File: src/rtl/seg_scan_receiver_pkg.sv
`default_nettype none
// ============================================================================
// Module   : seg_scan_receiver_pkg
// Purpose  : Shared constants and types for the seven-segment scan receiver.
//            Holds the active-low segment codes for digits 0..9 on segs[6:0],
//            the bit positions of the digit anodes on the anode bus, and the
//            state encoding of the capture FSM.
// Ports    : none (package)
// Revision : 1.0 - initial release
// ============================================================================
package seg_scan_receiver_pkg;

    localparam int c_NUM_DIGITS = 4;

    // Digit anodes occupy annode_select[7:4]; [3:0] are unused and idle high.
    localparam int c_ANODE_LSB = 4;
    localparam int c_ANODE_MSB = 7;

    // Active-low segment codes, bit 0 = segment a ... bit 6 = segment g.
    localparam logic [6:0] c_SEG_0 = 7'h40;
    localparam logic [6:0] c_SEG_1 = 7'h79;
    localparam logic [6:0] c_SEG_2 = 7'h24;
    localparam logic [6:0] c_SEG_3 = 7'h30;
    localparam logic [6:0] c_SEG_4 = 7'h19;
    localparam logic [6:0] c_SEG_5 = 7'h12;
    localparam logic [6:0] c_SEG_6 = 7'h02;
    localparam logic [6:0] c_SEG_7 = 7'h78;
    localparam logic [6:0] c_SEG_8 = 7'h00;
    localparam logic [6:0] c_SEG_9 = 7'h10;

    typedef enum logic [0:0] {
        ST_TRACK = 1'b0,   // waiting for a sample to dwell long enough
        ST_HOLD  = 1'b1    // current dwell already classified
    } state_t;

endpackage : seg_scan_receiver_pkg
`default_nettype wire

File: src/rtl/seg_scan_receiver_seg7_decoder.sv
`default_nettype none
// ============================================================================
// Module   : seg7_decoder
// Purpose  : Combinational decode of an active-low seven-segment pattern
//            back to a BCD digit. Any pattern that is not one of the ten
//            digit codes reports legal_o = 0 and digit_o = 0.
// Ports    : seg_i   [6:0] active-low segments a..g
//            digit_o [3:0] decoded BCD digit
//            legal_o       pattern is one of the ten digit codes
// Revision : 1.0 - initial release
// ============================================================================
module seg7_decoder
    import seg_scan_receiver_pkg::*;
(
    input  logic [6:0] seg_i,
    output logic [3:0] digit_o,
    output logic       legal_o
);

    always_comb begin
        digit_o = 4'd0;
        legal_o = 1'b1;
        case (seg_i)
            c_SEG_0: digit_o = 4'd0;
            c_SEG_1: digit_o = 4'd1;
            c_SEG_2: digit_o = 4'd2;
            c_SEG_3: digit_o = 4'd3;
            c_SEG_4: digit_o = 4'd4;
            c_SEG_5: digit_o = 4'd5;
            c_SEG_6: digit_o = 4'd6;
            c_SEG_7: digit_o = 4'd7;
            c_SEG_8: digit_o = 4'd8;
            c_SEG_9: digit_o = 4'd9;
            default: legal_o = 1'b0;
        endcase
    end

endmodule : seg7_decoder
`default_nettype wire

File: src/rtl/seg_scan_receiver.sv
`default_nettype none
// ============================================================================
// Module   : seg_scan_receiver
// Purpose  : Monitors a multiplexed four-digit seven-segment bus. Each
//            stable dwell of {anodes, segments} is classified once; legal
//            digits are assembled into a frame which is published as BCD and
//            binary together with a one-cycle frame_valid pulse. Sticky flags
//            report illegal segment patterns and bad anode combinations, and
//            stale reports a long absence of legal captures.
// Ports    : sysclock            system clock (posedge)
//            reset               synchronous active-high reset
//            segs[7:0]           active-low segments, [7]=dp ignored
//            annode_select[7:0]  active-low anodes, [4]=digit0..[7]=digit3
//            err_clr             pulse, clears seg_err and mux_err
//            bcd_value[15:0]     {digit3,digit2,digit1,digit0}
//            bin_value[13:0]     binary value of bcd_value
//            frame_valid         one-cycle pulse on frame update
//            seg_err, mux_err    sticky error flags
//            stale               no legal capture for TIMEOUT cycles
// Revision : 1.0 - initial release
// ============================================================================
module seg_scan_receiver
    import seg_scan_receiver_pkg::*;
#(
    parameter int SETTLE  = 16,
    parameter int TIMEOUT = 1048576,
    parameter int TO_W    = 21
) (
    input  logic        sysclock,
    input  logic        reset,
    input  logic [7:0]  segs,
    input  logic [7:0]  annode_select,
    input  logic        err_clr,
    output logic [15:0] bcd_value,
    output logic [13:0] bin_value,
    output logic        frame_valid,
    output logic        seg_err,
    output logic        mux_err,
    output logic        stale
);

    localparam int              c_CNT_W  = $clog2(SETTLE + 1);
    localparam logic [c_CNT_W-1:0] c_CNT_MAX  = c_CNT_W'(SETTLE);
    localparam logic [c_CNT_W-1:0] c_CNT_FIRE = c_CNT_W'(SETTLE - 1);
    localparam logic [TO_W-1:0]    c_TO_MAX   = TO_W'(TIMEOUT);

    // Sample layout: [14:11] = digit anodes, [10:7] = unused anodes, [6:0] = segments
    logic [14:0]                    smp_q;
    logic [14:0]                    prev_q;
    logic [c_CNT_W-1:0]             cnt_q;
    logic [TO_W-1:0]                to_cnt_q;
    state_t                         state_q;
    logic [c_NUM_DIGITS-1:0]        seen_q;
    logic [c_NUM_DIGITS-1:0]        seen_d;
    logic [c_NUM_DIGITS-1:0][3:0]   digits_q;
    logic [15:0]                    bcd_q;
    logic [13:0]                    bin_q;
    logic                           frame_valid_q;
    logic                           seg_err_q;
    logic                           mux_err_q;

    logic [c_NUM_DIGITS-1:0]        w_an_low;
    logic                           w_aux_ok;
    logic [3:0]                     w_dig;
    logic                           w_legal;
    logic                           w_stable;
    logic                           w_fire;
    logic                           w_single;
    logic                           w_blank;
    logic                           w_cap;
    logic                           w_seg_evt;
    logic                           w_mux_evt;
    logic                           w_frame_done;
    logic [13:0]                    w_bin;

    // ------------------------------------------------------------------
    // Classification of the current sample
    // ------------------------------------------------------------------
    assign w_an_low = ~smp_q[14:11];
    assign w_aux_ok = (smp_q[10:7] == 4'hF);
    assign w_stable = (smp_q == prev_q);

    seg7_decoder u_dec (
        .seg_i   (smp_q[6:0]),
        .digit_o (w_dig),
        .legal_o (w_legal)
    );

    // Fires exactly once per dwell: HOLD blocks re-firing until the sample moves.
    assign w_fire    = (state_q == ST_TRACK) && (cnt_q == c_CNT_FIRE) && w_stable;
    assign w_single  = $onehot(w_an_low);
    assign w_blank   = (w_an_low == '0);
    assign w_cap     = w_fire && w_aux_ok && w_single && w_legal;
    assign w_seg_evt = w_fire && w_aux_ok && w_single && !w_legal;
    assign w_mux_evt = w_fire && (!w_aux_ok || (!w_single && !w_blank));

    assign w_frame_done = (seen_q == '1);

    // A completed frame clears seen; a capture in the same cycle still lands.
    always_comb begin
        seen_d = w_frame_done ? '0 : seen_q;
        if (w_cap) begin
            seen_d = seen_d | w_an_low;
        end
    end

    assign w_bin = 14'(digits_q[3]) * 14'd1000
                 + 14'(digits_q[2]) * 14'd100
                 + 14'(digits_q[1]) * 14'd10
                 + 14'(digits_q[0]);

    // ------------------------------------------------------------------
    // Input sampling, dwell counter and capture timeout
    // ------------------------------------------------------------------
    always_ff @(posedge sysclock) begin
        if (reset) begin
            smp_q    <= '0;
            prev_q   <= '0;
            cnt_q    <= '0;
            to_cnt_q <= '0;
        end else begin
            smp_q  <= {annode_select, segs[6:0]};
            prev_q <= smp_q;

            if (!w_stable) begin
                cnt_q <= '0;
            end else if (cnt_q != c_CNT_MAX) begin
                cnt_q <= cnt_q + c_CNT_W'(1);
            end

            if (w_cap) begin
                to_cnt_q <= '0;
            end else if (to_cnt_q != c_TO_MAX) begin
                to_cnt_q <= to_cnt_q + TO_W'(1);
            end
        end
    end

    // ------------------------------------------------------------------
    // Capture FSM, frame assembly and registered outputs
    // ------------------------------------------------------------------
    always_ff @(posedge sysclock) begin
        if (reset) begin
            state_q       <= ST_TRACK;
            seen_q        <= '0;
            digits_q      <= '0;
            bcd_q         <= '0;
            bin_q         <= '0;
            frame_valid_q <= 1'b0;
            seg_err_q     <= 1'b0;
            mux_err_q     <= 1'b0;
        end else begin
            case (state_q)
                ST_TRACK: if (w_fire)    state_q <= ST_HOLD;
                ST_HOLD:  if (!w_stable) state_q <= ST_TRACK;
                default:                 state_q <= ST_TRACK;
            endcase

            for (int i = 0; i < c_NUM_DIGITS; i++) begin
                if (w_cap && w_an_low[i]) begin
                    digits_q[i] <= w_dig;
                end
            end
            seen_q <= seen_d;

            frame_valid_q <= w_frame_done;
            if (w_frame_done) begin
                bcd_q <= digits_q;
                bin_q <= w_bin;
            end

            // A new event outranks a simultaneous clear.
            seg_err_q <= (seg_err_q && !err_clr) || w_seg_evt;
            mux_err_q <= (mux_err_q && !err_clr) || w_mux_evt;
        end
    end

    assign bcd_value   = bcd_q;
    assign bin_value   = bin_q;
    assign frame_valid = frame_valid_q;
    assign seg_err     = seg_err_q;
    assign mux_err     = mux_err_q;
    assign stale       = (to_cnt_q == c_TO_MAX);

endmodule : seg_scan_receiver
`default_nettype wire
File: config.mk
export PLATFORM = sky130hd
export DESIGN_NAME = seg_scan_receiver
export DESIGN_NICKNAME = d
export VERILOG_FILES = /design/src/rtl/seg_scan_receiver_pkg.sv /design/src/rtl/seg_scan_receiver_seg7_decoder.sv /design/src/rtl/seg_scan_receiver.sv
export SDC_FILE = /design/constraint.sdc
export NUM_CORES = 1
export LEC_CHECK = 0
export CORE_ASPECT_RATIO = 1.25
export CORE_MARGIN = 2
export CORE_UTILIZATION = 40
export CTS_BUF_LIST = sky130_fd_sc_hd__clkbuf_16
export DETAILED_ROUTE_END_ITERATION = 7
export GPL_ROUTABILITY_DRIVEN = 1
export GPL_TIMING_DRIVEN = 0
export SYNTH_ARGS = -nofsm -noshare
export SYNTH_HDL_FRONTEND = slang
export SYNTH_SLANG_ARGS = --single-unit
File: constraint.sdc
create_clock -name sysclock -period 6.39 [get_ports sysclock]
set_clock_uncertainty 0.05 [all_clocks]
set_input_delay 1.917 -clock sysclock [delete_from_list [all_inputs] [get_ports sysclock]]
set_output_delay 1.917 -clock sysclock [all_outputs]
set_load 0.1 [all_outputs]
======== After elaboration in Yosys (flattened, before gate mapping) ========
Cells that the tools add are included.
Widths: inputs -> output; s select.
word-level totals
  bits in registers ....................... 110
  output and inout port bits .............. 34
operators by class
  add/subtract/negate cells ............... 8
  multiply operators ...................... 3
  equality and inequality tests ........... 17
  muxes and demuxes ....................... 7
  bitwise gates (word level) .............. 4
  reductions and logical operators ........ 27
operators with widths
  cell                   count
  $pmux 4 s9             1
  $add 21x1->21 const B  1
  $eq 21x21->1 const B   1
  $eq 7x5->1 const B     3
  $eq 7x7->1 const B     3
  $ne 21x21->1 const B   1
  $eq 15x15->1           1
  $add 14x11->14         1
  $add 14x4->14          1
  $add 14x8->14          1
  $eq 7x6->1 const B     2
  $logic_and 1x1->1      14
  $mul 4x7->11 const B   1
  $reduce_or 10->1       1
  $mul 4x5->9 const B    1
  $eq 4x4->1 const B     2
  $mux 4                 2
  $eq 7x2->1 const B     1
  $logic_not 7->1        1
  $mul 4x3->7 const B    1
  $add 5x1->5 const B    1
  $eq 5x4->1 const B     1
  $logic_not 1->1        5
  $ne 5x5->1 const B     1
  11 further kinds       18

======== Depth between registers and ports, before layout ========
  depth in word-level cells ............... 9
  gate-level depth with buffers ........... 16
  depth with buffers taken out ............ 16

======== Hierarchy ========
Synthesis repeated with hierarchy kept, for this count alone.
unflattened totals
  cells, all modules ...................... 644
  area, all modules ....................... 5982.0 um^2
by module, submodules not included
  module             times used  cells an instance  area each (um^2)  sequential area each (um^2)
  seg_scan_receiver  1           612                5758.0            2182.1
  seg7_decoder       1           32                 224.0             0.0

======== Worst setup path before layout ========
Ideal clock, no wire load.
  kind .................................... register -> register
  from .................................... register digits_q[14] (netlist name)
  to ...................................... register bin_q[13], in the netlist bin_value[13]
  data arrival time ....................... 4.138 ns
  data required time ...................... 6.261 ns
  path slack .............................. 2.123 ns
  cell stages (with the launch flop) ...... 17
  path buffers ............................ 0
  path through ............................ dfxtp_1 -> fa_1 -> inv_1 -> fa_1 -> inv_1 -> ha_1 -> and3b_1 -> a221o_1 -> nor2_1 -> xnor2_1 -> ha_1 -> ha_1 -> and2_1 -> o21ai_0 -> o31ai_1 -> or4_1 -> o211ai_1
on the way
  word-level cells in the longest chain between the ends .. 4
RTL lines
  what                              line                      source
  start: declaration                seg_scan_receiver.sv:55   logic [c_NUM_DIGITS-1:0][3:0] digits_q;
  start signal: indexed assignment  seg_scan_receiver.sv:161  digits_q[i] <= w_dig;
  $mul 4x7->11                      seg_scan_receiver.sv:107  assign w_bin = 14'(digits_q[3]) * 14'd1000
  $add 14x11->14                    seg_scan_receiver.sv:108  + 14'(digits_q[2]) * 14'd100
  $add 14x8->14                     seg_scan_receiver.sv:109  + 14'(digits_q[1]) * 14'd10
  $add 14x4->14                     seg_scan_receiver.sv:110  + 14'(digits_q[0]);
  end signal: assignment            seg_scan_receiver.sv:169  bin_q <= w_bin;
  end: declaration                  seg_scan_receiver.sv:57   logic [13:0] bin_q;
No other way between the ends.
A chain may end at the register's enable or synchronous reset.

======== Worst setup path after layout ========
  from .................................... register to_cnt_q[0]
  to ...................................... output port stale
on the way
  word-level cells in the longest chain between the ends .. 1
RTL lines
  what                      line                      source
  start: declaration        seg_scan_receiver.sv:51   logic [TO_W-1:0] to_cnt_q;
  start signal: assignment  seg_scan_receiver.sv:134  to_cnt_q <= to_cnt_q + TO_W'(1);
  $eq 21x21->1              seg_scan_receiver.sv:183  assign stale = (to_cnt_q == c_TO_MAX);
  end: declaration          seg_scan_receiver.sv:39   output logic stale
No other way between the ends.

==> impl_results.md <==
* Status: complete, no violations
* Vias in the first global route at 4462
* Die Footprint at 15750 um2
* Compound-cell area share of the yosys netlist at 9.199%
* Biggest area consumer among synthesized cells: dfxtp_1
* RSZ-0062 raised after global routing: false
* DRT Pass-1 Iters at 5
* I/O pin cnt at 53
* Initial antenna violation count at 0
* Core Util, Final at 48.00%
* Number of max-cap violations at 0
* Synth warn at 0
* Post-synth EDFFs at 0
* Pin count of the biggest net entering global routing at 18
* Max VDD drop at 0.0001530 V
* Core area at 14410 um2
* Most frequent cell after synthesis: dfxtp_1
* Starting density of the core at 40.97%
* Mapped Cells at 641
* Share of cells above drive strength 1 at 4.385%
* Post-CTS setup buffer count at 0
* CP Launch Point: to_cnt_q[0]
* Hold Path Stages at 2
* Ys async rst share at 0%
* Mux contribution to synthesized area at 2.713%
* FF-to-FF path depth at 15
* CTS tree: built
* Relative slew slack at 31.71%
* Sw frac at 22.40%
* Flop pwr share at 53.0%
* Site row count at 49
* Hold wc startpoint: bin_value[5]
* Buffers on Ports at 50
* Synth Area in Simple Gates at 19.90%
* Drt drc at 0
* Main synth FF type: dfxtp_1
* Routed Antenna Nets at 0
* Arrival time at the worst endpoint at 2890 ps
* Critical Path Source Type: register
* Top cell type's share of synthesized area at 36.96%
* Total of cells resized after clock tree synthesis at 0
* Fin. Hold Viols at 0
* Setup WS post-layout at 1538 ps
* Tmin final at 4852 ps
* Internal power at 0.001024 W
* Worst-Margin Slew at 1021 ps
* # hold bufs at CTS at 0
* Syn_nets at 737
* NetSw at 0.0002955 W
* Die H at 139.8 um
* Post-Synth Adder-Cell Area at 18.61%
* GPL Wtd Cong at 0.8386
* Syn Std Cell Area at 5903 um2
* Synth top cells by count: dfxtp_1 (109), nand2_1 (72), ha_1 (59), nor2_1 (48), inv_1 (45)
* R2R Setup Slk at 1740 ps
* Largest family of logic cells by synthesized area: simple AND/OR/NAND/NOR gates
* Overflow after GRT at 0
* Worst Hold End: bin_value[5]
* Die Width at 112.7 um
* DR vias at 4540
* Hold WC Path Type: register to register
* Leakage at 2.847 nW
* CTS max path bufs at 2
* First-pass GRT wire length at 21.08 mm
* Worst Setup End Kind: primary output
* Syn Area/Cell at 9.209 um2
* Worst-path clk slew at 70 ps
* Sink Count at 109
* Crit Reg-Reg Startpoint: digits_q[14]
* Crit path max fanout at 5
* # nets final at 798
* Kind of critical path: register to primary output
* Routed vias/inst at 5.130
* Detailed Route WL at 12.70 mm
* H-tree depth at 3
* Fmax achieved at 206.1 MHz
* Latest clock arrival within the worst-skew pair at 350 ps
* Final Setup Violations at 0
* Hpwl dp at 9.950 mm
* PD cells at 190.8 nW/um2
* Xor/xnor share of the synthesized area at 7.567%
* Wire per inst at 14.35 um
* CTS Buf Count at 9
* Cell variety after synth at 55
* Clock network fraction of design power at 41.6%
* Root Buffer: clkbuf_16
* Register area share after synthesis at 36.96%
* Final max-slew violation count at 0
* Synth-to-layout area growth at 17.15%
* Comb pwr share at 5.4%
* End of the worst register-to-register path: bin_value[13]
* Antenna cells at 0
* Worst EP required at 4420 ps
* FF+latch count, synth at 109
* Place WS at 1752 ps
* Initial detailed-routing violation count at 178
* Final period utilization at 75.94%
* Main area contributors after synthesis: dfxtp_1 (37%), ha_1 (13%), fa_1 (6.1%)
* Number of fill cells at 1383
* GRT Total Usage at 16.62%
* Setup TNS at 0 ps
==> stage by stage <==
step / total power, W / instances / hold slack (ps) / instance area [um2]
3_5_place_dp: 0.0007865 / 869 / 397.0 / 6626
3_3_place_gp: 0.0007844 / 869 / 390.7 / 6626
4_1_cts: 0.001340 / 885 / 406.7 / 6915
5_1_grt: 0.001372 / 885 / 424.8 / 6915
2_1_floorplan: 0.0007606 / 641 / 382.2 / 5903
6_report: 0.001319 / 885 / 403.5 / 6915
==> state kept, by name (all words and copies together), names as in the netlist, 4 cells and up <==
signal,flops
bcd_value,16
bin_value,13
cnt_q,5
digits_q,16
prev_q,15
seen_q,4
smp_q,15
to_cnt_q,21
==> power groups by stage <==
| stage | clock network (W) | registers, W | logic [W] |
|---|---|---|---|
| 6_report | 0.000549 | 0.000700 | 0.0000706 |
| 5_1_grt | 0.000593 | 0.000701 | 0.0000782 |
| 2_1_floorplan | 0 | 0.000713 | 0.0000479 |
| 4_1_cts | 0.000569 | 0.000700 | 0.0000713 |
| 3_3_place_gp | 0 | 0.000715 | 0.0000692 |
| 3_5_place_dp | 0 | 0.000716 | 0.0000708 |
==> cells by family (layout without fill, tap and decap cells) <==
| family | after synthesis | in the layout |
|---|---|---|
| AND/OR/NAND/NOR | 230 | 230 |
| buffers and inverters | 73 | 139 |
| AO/OA/AOI/OAI | 85 | 85 |
| flip-flops | 109 | 109 |
| adder cells (fa/ha/maj) | 77 | 77 |
| XOR/XNOR | 51 | 51 |
| multiplexers | 16 | 16 |
==> placed cells by master, fill, tap and decap left out, types with 15 or more instances in the layout <==
cell and instances:
dfxtp_1 109, nand2_1 72, ha_1 59, clkdlybuf4s50_1 50
nor2_1 48, inv_1 45, a21oi_1 35, xnor2_1 32
nor2b_1 32, xor2_1 19, clkbuf_1 19, fa_1 18
mux2i_1 16, nand3_1 15
==> critical path, stage by stage, from the launching register on <==
cell and delay [ps]:
dfxtp_1 340, inv_1 100, ha_1 160, nor4b_1 250, nand3_1 190, nor2_1 290, clkdlybuf4s50_1 1200
==> routing by layer <==
metal,GRT usage (%),routed length [um],part of all wire (%),vias up
met5,0,0,0,-
met4,8.472,457,3.6,0
li1,-,-,-,2289
met3,2.526,325,2.6,28
met1,19.77,5463,43,2155
met2,28.84,6457,51,68
==> worst max-delay path by stage <==
stage | endpoint | slack [ps] | cells after the start
2_1_floorplan | bin_value[13] | 2120 | 16
3_3_place_gp | bin_value[13] | 1830 | 15
3_5_place_dp | bin_value[13] | 1750 | 15
4_1_cts | stale | 1510 | 6
5_1_grt | stale | 1290 | 6
6_report | stale | 1540 | 6
==> final cells by class <==
type / count / area [um2] / share of cell area [%]
Inverter: 46 / 172.7 / 2.497
Sequential cell: 109 / 2182 / 31.55
Buffer: 27 / 125.1 / 1.809
Multi-Input combinational cell: 459 / 3423 / 49.50
Clock buffer: 9 / 225.2 / 3.257
Tap cell: 178 / 222.7 / 3.221
Timing Repair Buffer: 50 / 500.5 / 7.237
Clock inverter: 7 / 63.81 / 0.9227
(Power assumes the default switching activity.)
